==> src/rtl/abc_input_conditioner.sv <==
// Three-channel synchronizer and debouncer for the a/b/c qualifier inputs, with a
// registered pulse on the rise of (a & b & c) and a saturating rejected-bounce count.
module abc_input_conditioner #(
    parameter int unsigned DEB_CYCLES = 4
) (
    input  logic       clk,
    input  logic       reset,
    input  logic       a_raw,
    input  logic       b_raw,
    input  logic       c_raw,
    output logic       a,
    output logic       b,
    output logic       c,
    output logic       all_rise,
    output logic [7:0] glitch_cnt
);
    // Nine bits so that run+1 never wraps when DEB_CYCLES is 255.
    localparam logic [8:0] DEB_LIM = 9'(DEB_CYCLES);

    logic [2:0]      raw;
    logic [2:0]      sync1_q;
    logic [2:0]      sync2_q;
    logic [2:0]      stable_q;
    logic [2:0]      stable_d;
    logic [2:0][7:0] run_q;
    logic [2:0][7:0] run_d;
    logic [2:0]      reject;
    logic [7:0]      glitch_q;
    logic [7:0]      glitch_d;
    logic            all_rise_q;
    logic            all_rise_d;

    function automatic logic [1:0] count_ones3(input logic [2:0] v);
        return {1'b0, v[0]} + {1'b0, v[1]} + {1'b0, v[2]};
    endfunction

    function automatic logic [7:0] sat_add8(input logic [7:0] acc, input logic [1:0] inc);
        logic [8:0] sum;
        sum = {1'b0, acc} + {7'd0, inc};
        return sum[8] ? 8'hFF : sum[7:0];
    endfunction

    assign raw = {c_raw, b_raw, a_raw};

    always_ff @(posedge clk or posedge reset) begin
        if (reset) begin
            sync1_q <= '0;
            sync2_q <= '0;
        end else begin
            sync1_q <= raw;
            sync2_q <= sync1_q;
        end
    end

    // A run of differing samples either completes (level accepted) or is broken
    // early by an agreeing sample, which is what counts as a rejected bounce.
    always_comb begin
        stable_d = stable_q;
        run_d    = run_q;
        reject   = '0;
        for (int i = 0; i < 3; i++) begin
            if (sync2_q[i] != stable_q[i]) begin
                if (({1'b0, run_q[i]} + 9'd1) == DEB_LIM) begin
                    stable_d[i] = sync2_q[i];
                    run_d[i]    = '0;
                end else begin
                    run_d[i] = run_q[i] + 8'd1;
                end
            end else if (run_q[i] != 8'd0) begin
                run_d[i]  = '0;
                reject[i] = 1'b1;
            end
        end
    end

    // The pulse is taken from next-state levels so it lines up with the first
    // cycle in which a, b and c are all high.
    always_comb begin
        glitch_d   = sat_add8(glitch_q, count_ones3(reject));
        all_rise_d = (&stable_d) & ~(&stable_q);
    end

    always_ff @(posedge clk or posedge reset) begin
        if (reset) begin
            stable_q   <= '0;
            run_q      <= '0;
            glitch_q   <= '0;
            all_rise_q <= 1'b0;
        end else begin
            stable_q   <= stable_d;
            run_q      <= run_d;
            glitch_q   <= glitch_d;
            all_rise_q <= all_rise_d;
        end
    end

    assign a          = stable_q[0];
    assign b          = stable_q[1];
    assign c          = stable_q[2];
    assign all_rise   = all_rise_q;
    assign glitch_cnt = glitch_q;

endmodule
==> config.mk <==
export PLATFORM = sky130hd
export DESIGN_NAME = abc_input_conditioner
export DESIGN_NICKNAME = d
export VERILOG_FILES = /design/src/rtl/abc_input_conditioner.sv
export SDC_FILE = /design/constraint.sdc
export NUM_CORES = 1
export LEC_CHECK = 0
export CAP_MARGIN = 20
export CORE_ASPECT_RATIO = 0.7
export CORE_MARGIN = 10
export CORE_UTILIZATION = 48
export DETAILED_ROUTE_END_ITERATION = 12
export DONT_BUFFER_PORTS = 1
export PLACE_DENSITY = 0.65
export SYNTH_ARGS = -nofsm -noshare
export SYNTH_HDL_FRONTEND = slang
export SYNTH_SLANG_ARGS = --single-unit
==> constraint.sdc <==
create_clock -name clk -period 2.6 [get_ports clk]
set_input_delay 0.52 -clock clk [delete_from_list [all_inputs] [get_ports clk]]
set_output_delay 0.52 -clock clk [all_outputs]
set_load 0.005 [all_outputs]
==> metrics <==
routed via count=~1500; Antenna Cells=0; first-pass GRT wire length=7200 um; gr ovfl total=0; ys flop type=dfrtp_1; gr busiest metal=met2; Peak Freq=between 400 and 500 MHz; post-synth design cell area=between 2000 and 2500 sq um; TritonCTS Buffers=5; fillers=between 300 and 400; Max Cap Viol=0; detail-routed via count per cell=5.07; Core ar.=roughly 4300 sq um; Die X=99.7 um; CTS H-tree lvls=2; clk root buf=clkbuf_8; Leak=between 0.001 and 0.0015 uW; Hold Vio Cnt, Final=0; endpoints failing setup=0; count leader, synth=dfrtp_1; Final ANT Viol Nets=0; Yosys Warn Count=0; Row Count=20; drt wl/cell=~14 um; Slew Viols, Final=0; largest net degree at the start of global routing=43; sequential share of the synthesized area=between 40% and 50%; wirelength, routed=between 4000 and 5000 um; Global Route met3 Usage=under 10%; Top Ports=17; placed insts=approximately 290; number of synthesized register bits=42; CP max FO=3; area leader, netlist=dfrtp_1; syn avg cell area=10.2 sq um; worst hold path class=in -> async; actual transition at the worst max-transition pin=between 0.5 and 0.6 ns; skew final=0.00556 ns; Setup crit start kind=register; Syn-to-layout area delta=19.0%; Distinct cells, synth=34; ratio of cells with drive above 1 in the final layout=18.4%; port bufs=0; FF-to-FF Start=run_q[5]; # clock sinks=between 40 and 50; setup TNS=0 ns; Tmin final=around 2.4 ns; First-pass DRT Iterations=4; top-area cell type share of the netlist area=between 40% and 50%; vias in the first global route=approximately 1500; run status=completed; top cells by area, synth=dfrtp_1 49%, xnor2_1 7.0%, ha_1 6.4%; DIE HEIGHT=between 70 and 80 um; number of synthesized flops with an enable pin=0; arrival time at the worst endpoint=about 2.6 ns; DRC Markers=0; 1st-iter DRT viols=60; RSZ-0062 raised after global routing=no; critical path type=reg -> reg; cells after synthesis=209; R2R depth=12; CTS tree=built; clock buffer depth=2; commonest cells in the synthesized netlist=42 x dfrtp_1, 21 x nor2_1, 18 x nand2_1; final std cells w/o fill=about 300; met2 Use GR=around 18%; Global Route Usage Sum=a little under an eighth; routability congestion estimate=roughly 0.85; crit share post-route=a little over 90%; Worst EP required=2.79 ns; Clk Latency, worst-skew pair=roughly 0.29 ns; Nets=256; async set-or-reset flop fraction in the synthesized netlist=between 90% and 100%; relative slew slack=between 60% and 70%; initial antenna violation count=0; Initial Utilization=49.3%; r2r setup slk=approximately 0.17 ns; met1 usage=about 16%; DP Wirelength=3010 um; worst r2r dst=glitch_cnt[6]; Die ar.=7560 sq um; maximum vdd drop=roughly 770 uV; Power per Cell Area=between 1000 and 1500 nW/um^2; syn nets=227; CP Capture Type=register; Clock transition at path regs=roughly 0.090 ns
==> registers in the layout (all words and copies together) (netlist names) <==
register    flops
all_rise        1
glitch_cnt      8
run_q          24
sync1_q         3
sync2_q         3
stable_q        3
==> stage by stage <==
step,power [uW],area [sq um],hold slack (ns),setup WS (ns),util [%]
global route,2910,2540,0.223,0.0127,58.7
CTS,2660,2490,0.234,0.0230,57.6
floorplan,1630,2130,0.331,0.0644,-
finish,2670,2540,0.217,0.170,58.7
global placement,2010,2360,0.332,0.0941,54.5
detailed placement,2010,2360,0.335,0.0512,54.5
==> routing by layer <==
metal / part of all wire, % / wire length, um
met1: 51 / 2110
met2: 43 / 1780
met3: 5.4 / 224
met4: 0.99 / 41
met5: 0 / 0
==> final cells by class <==
| class | instances | area [sq um] | share of cell area, % |
|---|---|---|---|
| multi-input combinational | 150 | 1050 | 41.3 |
| tap | 55 | 68.8 | 2.71 |
| timing repair buffer | 23 | 173 | 6.80 |
| sequential | 42 | 1050 | 41.4 |
| inverter | 16 | 60.1 | 2.36 |
| clock inverter | 3 | 68.8 | 2.71 |
| clock buffer | 5 | 68.8 | 2.71 |
==> report_power, final <==
| group | internal, uW | total, uW | leakage [uW] | switching [uW] |
|---|---|---|---|---|
| combinational | 519 | 1080 | 0.000573 | 565 |
| clock | 385 | 621 | 0.0000683 | 236 |
| sequential | 806 | 968 | 0.000547 | 162 |
==> critical path, cell delays in order, from the launching register on <==
cell and delay, ns:
dfrtp_1 0.38, or2_1 0.25, nor3_2 0.11, nand3_1 0.11, nand2_1 0.10, fa_1 0.41
inv_1 0.07, ha_2 0.19, fa_2 0.19, and3_4 0.21, nand3_2 0.10, nor3_2 0.13
a21oi_1 0.06
==> cell families (layout without fill, tap and decap cells) <==
logic type	count (synthesis)	after routing	synth area share, %
compound gates	17	17	4.92
xor+xnor	25	25	10.3
fa+ha+maj	13	13	8.32
buf+inv	17	47	3.34
flops	42	42	49.2
mux	3	3	1.76
simple gates	92	92	22.2
==> placed cells by master (no fill, tap or decap), types with 8 or more instances in the layout <==
cell,netlist,layout
dfrtp_1,42,42
xor2_1,8,8
nand2_1,18,18
nor2_1,21,21
ha_1,11,10
inv_1,16,15
nand3_1,16,14
xnor2_1,17,16
buf_4,0,23
==> how the worst max path moves through the flow <==
stage / startpoint / to / slack (ns) / cells past startpoint
after detailed placement: run_q[16] / glitch_cnt[1] / 0.05 / 11
after CTS: run_q[16] / glitch_cnt[1] / 0.02 / 11
after global routing: run_q[5] / glitch_cnt[6] / 0.01 / 12
final: run_q[5] / glitch_cnt[6] / 0.17 / 12
after global placement: run_q[16] / glitch_cnt[5] / 0.09 / 11
after floorplan: run_q[0] / glitch_cnt[0] / 0.06 / 11
==> repair_timing <==
action	in CTS	in global routing
buffers inserted	0	1
setup endpoints to repair	0	8
resized for setup	0	9
hold buffers	0	0
No activity file was read; power rests on OpenSTA's default activity.
